==> config.mk <==
export PLATFORM = sky130hd
export DESIGN_NAME = pipe_adder
export DESIGN_NICKNAME = d
export VERILOG_FILES = /design/src/rtl/pipe_adder.sv
export SDC_FILE = /design/constraint.sdc
export NUM_CORES = 1
export LEC_CHECK = 0
export ABC_AREA = 1
export BUFFER_PORTS_ARGS = -buffer_cell sky130_fd_sc_hd__buf_2
export CAP_MARGIN = 20
export CORE_AREA = 2 2 191 118
export CTS_CLUSTER_SIZE = 16
export DETAILED_ROUTE_END_ITERATION = 10
export DIE_AREA = 0 0 193 120
export HOLD_SLACK_MARGIN = 0.1
export MAX_ROUTING_LAYER = met4
export PLACE_DENSITY = 0.64
export SYNTH_ARGS = -nofsm -noshare
export SYNTH_HDL_FRONTEND = slang
export SYNTH_SLANG_ARGS = --single-unit
==> constraint.sdc <==
create_clock -name clk -period 2.9 [get_ports clk]
set_input_delay 0.29 -clock clk [delete_from_list [all_inputs] [get_ports clk]]
set_output_delay 0.29 -clock clk [all_outputs]
set_load 0.005 [all_outputs]
==> src/rtl/pipe_adder.sv <==
// pipe_adder: pipelined segmented carry-chain adder/subtractor.
// WIDTH bits are resolved SEG_W bits per clock over WIDTH/SEG_W stages,
// with the segment carry registered between stages. A global stall freezes
// every stage while the result is held at the output.
// Optional feature macro: PIPE_ADDER_OVF_EN adds the signed overflow output ovf.
module pipe_adder #(
  parameter int WIDTH = 32,
  parameter int SEG_W = 8
) (
  input  logic             clk,
  input  logic             rst_n,
  input  logic             in_valid,
  output logic             in_ready,
  input  logic [WIDTH-1:0] a,
  input  logic [WIDTH-1:0] b,
  input  logic             ci,
  input  logic             sub,
  output logic             out_valid,
  input  logic             out_ready,
  output logic [WIDTH-1:0] so,
  output logic             co
`ifdef PIPE_ADDER_OVF_EN
  ,
  output logic             ovf
`endif
);

  localparam int STAGES = WIDTH / SEG_W;
  localparam int LAST   = STAGES - 1;

  logic w_adv;

  // Each stage owns one segment. Operand bits above the current segment ride
  // along in r_a/r_b (shrinking per stage); finished result bits accumulate
  // in r_sum (growing per stage) so the full sum leaves the last stage aligned.
  for (genvar k = 0; k < STAGES; k++) begin : gen_stage
    localparam int LO  = k * SEG_W;
    localparam int REM = WIDTH - LO;

    logic                w_vld_in;
    logic                w_c_in;
    logic [REM-1:0]      w_a_in;
    logic [REM-1:0]      w_b_in;
    logic [SEG_W:0]      w_seg;
    logic [LO+SEG_W-1:0] w_sum_nx;

    logic                r_vld;
    logic                r_cy;
    logic [LO+SEG_W-1:0] r_sum;

    if (k == 0) begin : g_head
      // Subtraction is a + ~b + 1: invert b here and force the carry-in.
      assign w_vld_in = in_valid;
      assign w_a_in   = a;
      assign w_b_in   = sub ? ~b : b;
      assign w_c_in   = sub | ci;
      assign w_sum_nx = w_seg[SEG_W-1:0];
    end else begin : g_body
      assign w_vld_in = gen_stage[k-1].r_vld;
      assign w_a_in   = gen_stage[k-1].g_ops.r_a;
      assign w_b_in   = gen_stage[k-1].g_ops.r_b;
      assign w_c_in   = gen_stage[k-1].r_cy;
      assign w_sum_nx = {w_seg[SEG_W-1:0], gen_stage[k-1].r_sum};
    end

    assign w_seg = {1'b0, w_a_in[SEG_W-1:0]} + {1'b0, w_b_in[SEG_W-1:0]}
                 + {{SEG_W{1'b0}}, w_c_in};

    // Stage valid/carry/partial-sum register; data only loads on a valid slot
    // so the output keeps its last result through bubbles.
    always_ff @(posedge clk) begin
      if (!rst_n) begin
        r_vld <= 1'b0;
        r_cy  <= 1'b0;
        r_sum <= '0;
      end else if (w_adv) begin
        r_vld <= w_vld_in;
        if (w_vld_in) begin
          r_cy  <= w_seg[SEG_W];
          r_sum <= w_sum_nx;
        end
      end
    end

    if (k < LAST) begin : g_ops
      logic [REM-SEG_W-1:0] r_a;
      logic [REM-SEG_W-1:0] r_b;

      // Carry the not-yet-used upper operand segments to the next stage.
      always_ff @(posedge clk) begin
        if (!rst_n) begin
          r_a <= '0;
          r_b <= '0;
        end else if (w_adv && w_vld_in) begin
          r_a <= w_a_in[REM-1:SEG_W];
          r_b <= w_b_in[REM-1:SEG_W];
        end
      end
    end

`ifdef PIPE_ADDER_OVF_EN
    if (k == LAST) begin : g_ovf
      logic r_ovf;

      // Carry into the MSB is recovered as a^b^sum at the MSB; xor with carry-out.
      always_ff @(posedge clk) begin
        if (!rst_n) begin
          r_ovf <= 1'b0;
        end else if (w_adv && w_vld_in) begin
          r_ovf <= w_a_in[SEG_W-1] ^ w_b_in[SEG_W-1] ^ w_seg[SEG_W-1] ^ w_seg[SEG_W];
        end
      end
    end
`endif
  end

  assign out_valid = gen_stage[LAST].r_vld;
  assign so        = gen_stage[LAST].r_sum;
  assign co        = gen_stage[LAST].r_cy;
`ifdef PIPE_ADDER_OVF_EN
  assign ovf       = gen_stage[LAST].g_ovf.r_ovf;
`endif

  // Global stall: the whole pipe advances only when the output slot is free
  // or being consumed.
  assign w_adv    = !out_valid || out_ready;
  assign in_ready = w_adv;

endmodule

== Yosys cells after proc, flatten, opt, wreduce, memory -nomap -nowiden ==
Cells that the tools add are included.

* Memory bits (read-only): 0
* Bits in writable memories: 0
* Bits in latches: 0
* Flip-flop bits (word level): 184
* Logic and storage cells: 38
* Memories: 0
* Output and inout port bits: 35

* Equality and inequality tests: 0
* Multiplexer cells: 1
* Div/mod/pow operators: 0
* Bitwise gates (word level): 2
* Multipliers: 0
* Order comparisons: 0
* Reductions and logical operators: 9
* Shift-type cells: 0
* Add/subtract/negate cells: 8

{| class="wikitable"
|+ Operator list
! kind !! number
|-
| 8-bit by 8-bit adder with 9-bit output || 4
|-
| 9-bit by 1-bit adder with 9-bit output || 4
|-
| 32-bit 2-to-1 mux || 1
|-
| 32-bit inverter || 1
|-
| 2-bit AND reduction || 4
|-
| 1-bit logical AND || 3
|-
| 1-bit logical NOT || 1
|-
| 1-bit logical OR || 1
|-
| 1-bit OR || 1
|}

== Longest topological paths before layout ==
Gate-level depths: netlist of run 1.

* Word-level depth: 4
* Depth in mapped cells: 13

== Worst setup path before layout of run 1 ==
Ideal clock, no wire load.

* Path kind: input -> register
* Start point: input port sub
* End point: register gen_stage[0].r_sum[4]
* Library setup time: 0.115 ns
* Stages on the path: 12
* Data arrival time: 2.051 ns
* Path slack: 0.734 ns
* Path through: buf_4 > buf_2 > or2_2 > fa_1 > inv_1 > fa_1 > inv_1 > nand3_1 > nand3_1 > xor2_1 > o21ai_0 > inv_1

* Cells in the longest elaborated chain, start to end: 3

{| class="wikitable"
|+ Ends and longest elaborated chain
! item !! RTL line !! text
|-
| start: declaration || 17 || <nowiki>input logic sub,</nowiki>
|-
| 32-bit 2-to-1 mux || 55 || <nowiki>assign w_b_in = sub ? ~b : b;</nowiki>
|-
| 8-bit by 8-bit adder with 9-bit output || 66 || <nowiki>assign w_seg = {1'b0, w_a_in[SEG_W-1:0]} + {1'b0, w_b_in[SEG_W-1:0]}</nowiki>
|-
| 9-bit by 1-bit adder with 9-bit output * || 67 || <nowiki>+ {{SEG_W{1'b0}}, w_c_in};</nowiki>
|-
| end signal: assignment || 80 || <nowiki>r_sum <= w_sum_nx;</nowiki>
|-
| end: declaration || 49 || <nowiki>logic [LO+SEG_W-1:0] r_sum;</nowiki>
|}

Every way passes the cells marked *; elsewhere a longest branch is shown, timed or not.
A chain may end at the register's enable or synchronous reset.

== Worst setup path in the final report of run 1 ==
* Start point: register gen_stage[1].r_cy
* End point: register gen_stage[2].r_sum[22]

* Cells in the longest elaborated chain, start to end: 1

{| class="wikitable"
|+ Ends and longest elaborated chain
! item !! RTL line !! text
|-
| start: declaration || 48 || <nowiki>logic r_cy;</nowiki>
|-
| start signal: assignment || 79 || <nowiki>r_cy <= w_seg[SEG_W];</nowiki>
|-
| 9-bit by 1-bit adder with 9-bit output || 67 ||
|-
| end signal: assignment || 80 ||
|-
| end: declaration || 49 ||
|}

Every way passes these cells.

==> results of run 1 <==
## where the power goes
part / switching [mW] / internal [mW]
clock network: 1.05 / 1.20
logic: 0.444 / 0.294
registers: 0.0874 / 2.69
## cell families after synthesis
kind of cell / Yosys count
xor gates and xnor gates: 44
buffers and inverters: 134
adders and majority gates: 36
AOI/OAI and AO/OA: 240
and+or+nand+nor: 407
DFF: 184
## through the flow
stage          power [mW]  instances  hold slack, ps
2_1_floorplan       3.349       1045           429.7
3_3_place_gp        3.556       1386           443.2
3_5_place_dp        3.575       1386           450.0
4_1_cts             5.835       1419           106.7
5_1_grt             6.083       1420           120.1
6_report            5.777       1420           115.7
## worst max path at each step
| stage | startpoint | endpoint | slack, ps | cells after the start |
|---|---|---|---|---|
| 2_1_floorplan | sub | gen_stage[0].r_sum[4] | 730 | 12 |
| 3_3_place_gp | sub | gen_stage[0].r_sum[7] | 740 | 12 |
| 3_5_place_dp | sub | gen_stage[0].r_sum[7] | 660 | 12 |
| 4_1_cts | gen_stage[0].r_cy | gen_stage[1].r_sum[14] | 980 | 10 |
| 5_1_grt | gen_stage[1].r_cy | gen_stage[2].r_sum[22] | 790 | 10 |
| 6_report | gen_stage[1].r_cy | gen_stage[2].r_sum[22] | 990 | 10 |
## routing by layer
metal / GRT usage / vias to the layer above / share of wire / wire length, um
met2: 0.2856 / 123 / 0.45 / 8714
met4: 0.03267 / 0 / 0.0056 / 110
met3: 0.03978 / 12 / 0.042 / 811
li1: - / 3522 / - / -
met1: 0.2488 / 3123 / 0.51 / 9904
met5: - / - / 0 / 0
## cell usage in the layout (no fill, tap or decap), types with 3 or more instances in the layout
master	n
nor2_1	270
dfxtp_1	184
o21ai_0	156
buf_2	103
nand2_1	88
inv_1	71
a21oi_1	65
nand3_1	30
ha_1	28
xnor2_1	24
xor2_1	20
clkbuf_16	17
buf_4	10
o21ai_1	9
fa_1	8
or2_2	7
a211oi_2	6
nand3b_1	6
inv_6	5
inv_2	4
clkinv_4	4
nor2_4	3
o21bai_1	3
clkinv_2	3
## sequential cells by signal (all words and copies together) (netlist names)
signal and count:
gen_stage.g_ops.r_a 48, gen_stage.r_vld 3, co 1, gen_stage.r_cy 3, gen_stage.r_sum 48, gen_stage.g_ops.r_b 48, out_valid 1, so 32
## critical path, cell delays in order (launching register included)
cell and delay (ps):
dfxtp_1 340, fa_1 470, fa_1 420, nand2_1 80, nand2_1 80, nand3b_1 120
nand2_1 80, nand2_1 70, nand3_1 60, nand2_1 80, inv_1 30
## layout make-up
type / count / area, um^2
inverters: 76 / 285.3
repair buffers: 115 / 620.6
flip-flops and latches: 184 / 3684
clock buffers: 17 / 425.4
multi-input cells: 727 / 3791
clock inverters: 15 / 142.6
well taps: 286 / 357.8
fillers: 2211 / 12240
## timing repair
item | in CTS | in global routing
hold endpoints to repair | 1 | 0
setup endpoints to repair | 0 | 0
hold buffers | 1 | 0
==> run summary, run 1 <==
setup violators final -> 0
sequential fraction of the synthesis area -> 0.4585
cell taking the most area after synthesis -> dfxtp_1
fmax -> 0.5227 GHz
Tmin final -> 1913 ps
Post-CTS Setup Bufs -> 0
crit end category -> flip-flop
Worst EP required -> 3230 ps
Synth top cells by count -> 270 x nor2_1, 184 x dfxtp_1, 156 x o21ai_0
root buf cell -> clkbuf_16
RSZ-0062 raised after global routing -> false
Peak VDD IR -> 443.2 uV
DP Area -> 8708 um^2
largest family of logic cells by synthesized area -> simple AND/OR/NAND/NOR gates
post-synthesis simple-gate area fraction -> 0.2036
Slew @ Worst Pin -> 819.9 ps
Detailed Route Iter0 Violations -> 369
fin crit share -> 0.6597
fin nets -> 1227
Post-synth top flop -> dfxtp_1
largest net degree at the start of global routing -> 95
dominant cells by area after synthesis -> dfxtp_1 46%, nor2_1 13%, o21ai_0 9.7%
Vias -> 6780
Compound-Gate Fraction of Synth Area -> 0.1562
RR Endpoint -> gen_stage[2].r_sum[22]
pwr/cell area -> 620.8 nW/um^2
Slew HR -> 0.4534
DRT antenna net count -> 0
DP HPWL -> 13190 um
DRT Pass-1 Iters -> 5
core area -> 21550 um^2
hold depth -> 3
global-route wire length before repair -> 32530 um
CTS buffer count -> 17
critical path peak fanout -> 2
post-route cell area -> 9306 um^2
synth-to-layout area growth -> 15.84%
worst hold start -> a[12]
status -> complete, no violations
PortBufs -> 104
dpl ws -> 661.0 ps
Worst-Skew Late Latency -> 430 ps
number of synthesized flops with an enable pin -> 0
wirelength, routed -> 19540 um
GPL Wtd Cong -> 0.8406
Hold Path Class -> in -> reg
Synthesized Nets -> 1151
num ports -> 105
Avg Inst Size Synth -> 7.688 um^2
clk sinks -> 184
drt drc -> 0
Clock transition at path regs -> 70 ps
layout cell share with drive strength beyond 1 -> 0.1481
Clock Skew -> 8.440 ps
adder-cell share of the synthesized area -> 0.06354
r2r setup slk -> 990 ps
critical path arrival -> 2240 ps
post-synthesis mux area share -> 0
Lkg Pwr -> 4.483 nW
Ys Warns -> 0
CP Launch Type -> flip-flop
final setup margin -> 986.8 ps
Seq cells post-synth -> 184
Reg2Reg Depth -> 10
R2R Path Start -> gen_stage[1].r_cy
DR WL/cell -> 13.76 um
final hold vios -> 0
initial antenna violation count -> 0
starting density of the core -> 0.3729
most numerous cell in the Yosys netlist -> nor2_1
Die W -> 193 um
CTS tree -> built
xor/xnor share of the synthesized area -> 0.04797
H-tree levels -> 4
Async SR Flop Fraction -> 0
Row Count -> 42
Fin Setup TNS -> 0 ps
All-Layer GR Usage -> 0.1837
# resized after CTS -> 0
clk buf depth -> 2
Gate Count Post-Synth -> 1045
vias in the first global route -> 6441
post-synth top area share -> 0.4585
fin util -> 0.4319
worst setup path class -> reg -> reg
ant diodes -> 0
Hold EP -> gen_stage[0].g_ops.r_a[4]
Mapped Area -> 8034 um^2
Yosys cell types -> 29
die height -> 120 um
MaxCap Viol Count -> 0
Die Area -> 23160 um^2
via-per-instance ratio -> 4.775
fin. max-slew vios -> 0
GR Overflow Total -> 0
Power figures use the tool's default switching activity.
==> inputs of run 2 (changes only) <==
- PLACE_DENSITY: 0.64 -> 0.66
- clock period: 2.9 -> 1.64 ns (I/O delays scaled with it)
==> run 2 against run 1 <==
  * First-iteration DRC count down 34%
  * Clock power up 87%
  * Power up 85%
  * Utilization up 4.1 points
  * Largest power group unchanged
  * Global-route usage up 0.053 points
  * Setup slack worse by 1100 ps
  * Flip-flop and latch count unchanged
  * Via count up 2.8%
  * Worst hold slack worse by 4.6 ps
  * Critical endpoint unchanged
  * The run now ends with setup timing left
  * Critical path type unchanged
  * Largest cell class unchanged
==> run summary, run 2 (same netlist as run 1, synthesis figures left out) <==
Slew HR -> 0.7271
fin. max-slew vios -> 0
critical path peak fanout -> 2
# fillers -> 2183
Clock Skew -> 10.74 ps
fin nets -> 1291
Worst EP required -> 1970 ps
total chip power -> 10.67 mW
crit end category -> flip-flop
power share of the combinational group -> 0.142
worst setup path class -> reg -> reg
most frequent cells in the layout -> 270 x nor2_1, 179 x dfxtp_1, 151 x o21ai_0
num ports -> 105
Slew @ Worst Pin -> 409.4 ps
ant diodes -> 0
status -> finished with violations
via-per-instance ratio -> 4.699
Worst-Skew Late Latency -> 430 ps
DP HPWL -> 13400 um
core area -> 21550 um^2
pwr/cell area -> 1047 nW/um^2
clk sinks -> 184
Detailed Route Iter0 Violations -> 243
die height -> 120 um
Lkg Pwr -> 4.823 nW
root buf cell -> clkbuf_16
MaxCap Viol Count -> 0
footprint of the multi-input gates -> 3933 um^2
largest net degree at the start of global routing -> 78
Top Registers -> gen_stage.g_ops.r_a x48, gen_stage.g_ops.r_b x48, gen_stage.r_sum x48
CP Launch Type -> flip-flop
synth-to-layout area growth -> 26.77%
Tmin final -> 1772 ps
layout cell share with drive strength beyond 1 -> 0.1921
Clock transition at path regs -> 70 ps
GPL Wtd Cong -> 0.8549
register area -> 3690 um^2
All-Layer GR Usage -> 0.1842
Vias -> 6968
wirelength, routed -> 19760 um
drt drc -> 0
RSZ-0062 raised after global routing -> true
Die W -> 193 um
Hold Path Class -> in -> reg
vias in the first global route -> 6906
initial antenna violation count -> 0
fin crit share -> 1.080
hold_ws -> 111.0 ps
starting density of the core -> 0.3729
H-tree levels -> 4
Clock Power Share -> 0.396
final setup margin -> -132.0 ps
register share of total power -> 0.462
Die Area -> 23160 um^2
switching share of total power -> 0.2638
CTS tree -> built
clk buf depth -> 2
fmax -> 0.5643 GHz
CTS buffer count -> 17
P_sw -> 2.815 mW
DRT Pass-1 Iters -> 5
Row Count -> 42
critical path arrival -> 2100 ps
PortBufs -> 104
DR WL/cell -> 13.33 um
GR Overflow Total -> 0
setup violators final -> 8
Peak VDD IR -> 719.6 uV
commonest non-fill, non-tap cell in the layout -> nor2_1
DRT antenna net count -> 0
internal power -> 7.853 mW
failing checks -> setup timing
global-route wire length before repair -> 33060 um
final hold vios -> 0
fin util -> 0.4727
==> run 2: cell count changes in the layout (fill, tap and decap cells not counted), sizes merged <==
cell,change
dlygate4sd3,+40
buf,+24
inv,-3
bufinv,+2
clkinv,-1
clkinvlp,+1
==> run 2: worst max-delay path, stage by stage (launching register included) <==
cell      delay (ps)
dfxtp_2          330
fa_2             400
fa_2             370
nand2_2           70
nand2_2           50
nand3b_1         140
nand2_2           90
nand2_1           70
nand3_1           60
nand2_1           60
inv_1             30
==> run 2: worst paths after layout <==
| check | from | endpoint | slack (ps) | cells after the start |
|---|---|---|---|---|
| setup / recovery | gen_stage[1].g_ops.r_a[0] | gen_stage[2].r_sum[22] | -130 | 10 |
| hold reg to reg | gen_stage[0].g_ops.r_b[19] | gen_stage[0].g_ops.r_b[19] | 450 | 2 |
| hold / removal | b[22] | gen_stage[0].g_ops.r_b[14] | 110 | 4 |
| setup reg to reg | gen_stage[1].g_ops.r_a[0] | gen_stage[2].r_sum[22] | -130 | 10 |
==> run 2: area by class of cell <==
type / count / area share
clock buffer: 17 / 0.04177
multi-input combinational: 727 / 0.3861
inverter: 76 / 0.02801
clock inverter: 14 / 0.01695
sequential: 184 / 0.3623
tap: 286 / 0.03514
timing repair buffer: 179 / 0.1297
==> run 2: per-stage QoR <==
step / TNS [ps] / instances / instance area (um^2) / setup slack [ps]
after CTS: -477.1 / 1481 / 10040 / -123.0
final: -570.3 / 1483 / 10180 / -132.0
after detailed placement: -1453 / 1408 / 9021 / -205.4
after global routing: -1501 / 1483 / 10180 / -239.0
after floorplan: -509.0 / 1045 / 8087 / -234.7
after global placement: -1061 / 1408 / 9021 / -194.6
==> run 2: layer usage <==
metal,routed length [um],vias up,share of wire,track usage
met5,0,-,0,-
met2,8652,121,0.44,0.2816
li1,-,3646,-,-
met4,143,0,0.0072,0.04119
met3,761,14,0.039,0.03919
met1,10210,3187,0.52,0.2505
==> run 2: power by group through the flow <==
stage	clock network (mW)	logic, mW	registers [mW]
6_report	4.23	1.52	4.92
5_1_grt	4.50	1.74	4.96
4_1_cts	4.31	1.49	4.92
3_5_place_dp	0	1.41	5.02
3_3_place_gp	0	1.38	5.02
2_1_floorplan	0	0.965	4.98
==> run 2: what timing repair did <==
item	CTS	global route
resized for setup	6	29
hold endpoints to repair	52	0
endpoints found under the setup margin	10	22
pin swaps	6	15
setup buffers	1	4
hold buffers	41	0
==> inputs of run 3 (changes only) <==
==> constraint.sdc (replaced) <==
create_clock -name clk -period 1.64 [get_ports clk]
set_input_delay 0.246 -clock clk [delete_from_list [all_inputs] [get_ports clk]]
set_output_delay 0.246 -clock clk [all_outputs]
set_load 0.005 [all_outputs]
==> run 3 against run 2 <==
  * The flow still finishes with violations (setup timing)
  * Sequential share of layout area up 1.0 points
  * Clock power rose by 3%
  * Routed wire length is 2.1% lower
  * Critical endpoint is now so[30]
  * Largest power group unchanged
==> run summary, run 3 (same netlist as run 1, synthesis figures left out) <==
status -> finished with violations
failing checks -> setup timing
All-Layer GR Usage -> 0.1846
final setup margin -> -118.1 ps
worst hold start -> a[31]
CP Buf/Inv Count -> 1
core area -> 21550 um^2
MaxCap Viol Count -> 0
Critical path origin -> gen_stage[2].g_ops.r_b[0]
Fin Setup TNS -> -540.1 ps
Top Registers -> gen_stage.g_ops.r_a x48, gen_stage.g_ops.r_b x48, gen_stage.r_sum x48
global-route wire length before repair -> 32860 um
GPL Wtd Cong -> 0.8380
starting density of the core -> 0.3729
Lkg Pwr -> 4.720 nW
ant diodes -> 0
DRT antenna net count -> 0
dpl cells -> 1405
crit-path cells -> fa_2, fa_2, nand2_2, nand2_2, nand3b_1, nand2_1, nand2_1, nand3_1, nand2_1, inv_1
DR WL/cell -> 13.25 um
Crit-path slowest cell -> fa_2
CTS tree -> built
critical path peak fanout -> 2
worst setup path class -> reg -> reg
GR Overflow Total -> 0
dpl ws -> -280.7 ps
Die W -> 193 um
synth-to-layout area growth -> 23.28%
pwr/cell area -> 1085 nW/um^2
vias in the first global route -> 6780
Clock Skew -> 9.821 ps
final non-filler cell total -> 1461
most frequent cells in the layout -> 270 x nor2_1, 181 x dfxtp_1, 152 x o21ai_0
PortBufs -> 104
fmax -> 0.5688 GHz
Vias -> 6910
fin nets -> 1269
Worst EP required -> 1980 ps
Tmin final -> 1758 ps
fin crit share -> 1.072
CTS buffer count -> 17
Detailed Route Iter0 Violations -> 378
Clock transition at path regs -> 70 ps
R2R Path Start -> gen_stage[2].g_ops.r_b[0]
CP Launch Type -> flip-flop
largest net degree at the start of global routing -> 61
layout cell share with drive strength beyond 1 -> 0.1838
critical path arrival -> 2100 ps
fin util -> 0.4597
CP top delay family -> adder cells
Peak VDD IR -> 803.3 uV
RSZ-0062 raised after global routing -> true
Die Area -> 23160 um^2
Crit path largest cell delay -> 400 ps
clk sinks -> 184
DP HPWL -> 13310 um
num ports -> 105
Slew @ Worst Pin -> 496.9 ps
Worst-Skew Late Latency -> 440 ps
Slew HR -> 0.6682
root buf cell -> clkbuf_16
clk buf depth -> 2
Row Count -> 42
H-tree levels -> 4
fin. max-slew vios -> 0
commonest non-fill, non-tap cell in the layout -> nor2_1
Critical Path Most Common Cell -> nand2_1
via-per-instance ratio -> 4.730
setup violators final -> 8
final hold vios -> 0
hold_ws -> 104.7 ps
wirelength, routed -> 19350 um
crit end category -> flip-flop
DRT Pass-1 Iters -> 5
Hold Path Class -> in -> reg
drt drc -> 0
initial antenna violation count -> 0
die height -> 120 um
==> run 3: changes by cell type in the layout (fill, tap and decap cells not counted), sizes merged <==
cell         previous run  this run
buf                   138       134
bufinv                  3         4
clkbuf                 17        19
clkinv                  7         6
clkinvlp                2         3
dlygate4sd3            41        23
inv                    78        75
==> run 3: cell type report <==
cell class	count	area (um^2)
multi-input cells	727	3880
fillers	2185	11640
clock inverters	12	175.2
inverters	76	285.3
well taps	286	357.8
flip-flops and latches	184	3687
repair buffers	157	1066
clock buffers	19	452.9
==> run 3: worst min-delay path, delay by kind of cell <==
kind / cells / cell delay, ps
simple gates: 1 / 90
buf+inv: 1 / 70
compound gates: 1 / 90
==> run 3: path summary, 6_finish.rpt <==
check,end,slack [ps],cells past startpoint
worst min-delay path,gen_stage[0].g_ops.r_a[23],100,3
worst max register to register,so[30],-120,10
worst max-delay path,so[30],-120,10
worst min register to register,gen_stage[0].g_ops.r_b[17],450,2
==> run 3: metal layers <==
metal,GRT usage,part of all wire,vias up
met5,-,0,-
met4,0.05729,0.016,0
met3,0.03656,0.037,25
met2,0.2932,0.45,126
met1,0.2375,0.50,3154
li1,-,-,3605
==> run 3: power breakdown <==
group          total, mW  internal [mW]  switching [mW]
logic               1.46          0.637           0.821
clock network       4.37           2.62            1.75
registers           4.92           4.77           0.154
total               10.7           8.02            2.73
==> run 3: through the flow <==
step / total power, mW / area [um^2]
after CTS: 10.85 / 9869
after global placement: 6.392 / 8981
after floorplan: 5.948 / 8094
final: 10.75 / 9905
after global routing: 11.29 / 9905
after detailed placement: 6.416 / 8981
==> run 3: timing repair <==
| item | in CTS | in global routing |
|---|---|---|
| pin swaps | 4 | 5 |
| hold endpoints to repair | 23 | 0 |
| hold buffers | 23 | 0 |
| setup endpoints to repair | 9 | 10 |
| setup buffers | 1 | 1 |
| gates resized for setup | 9 | 9 |
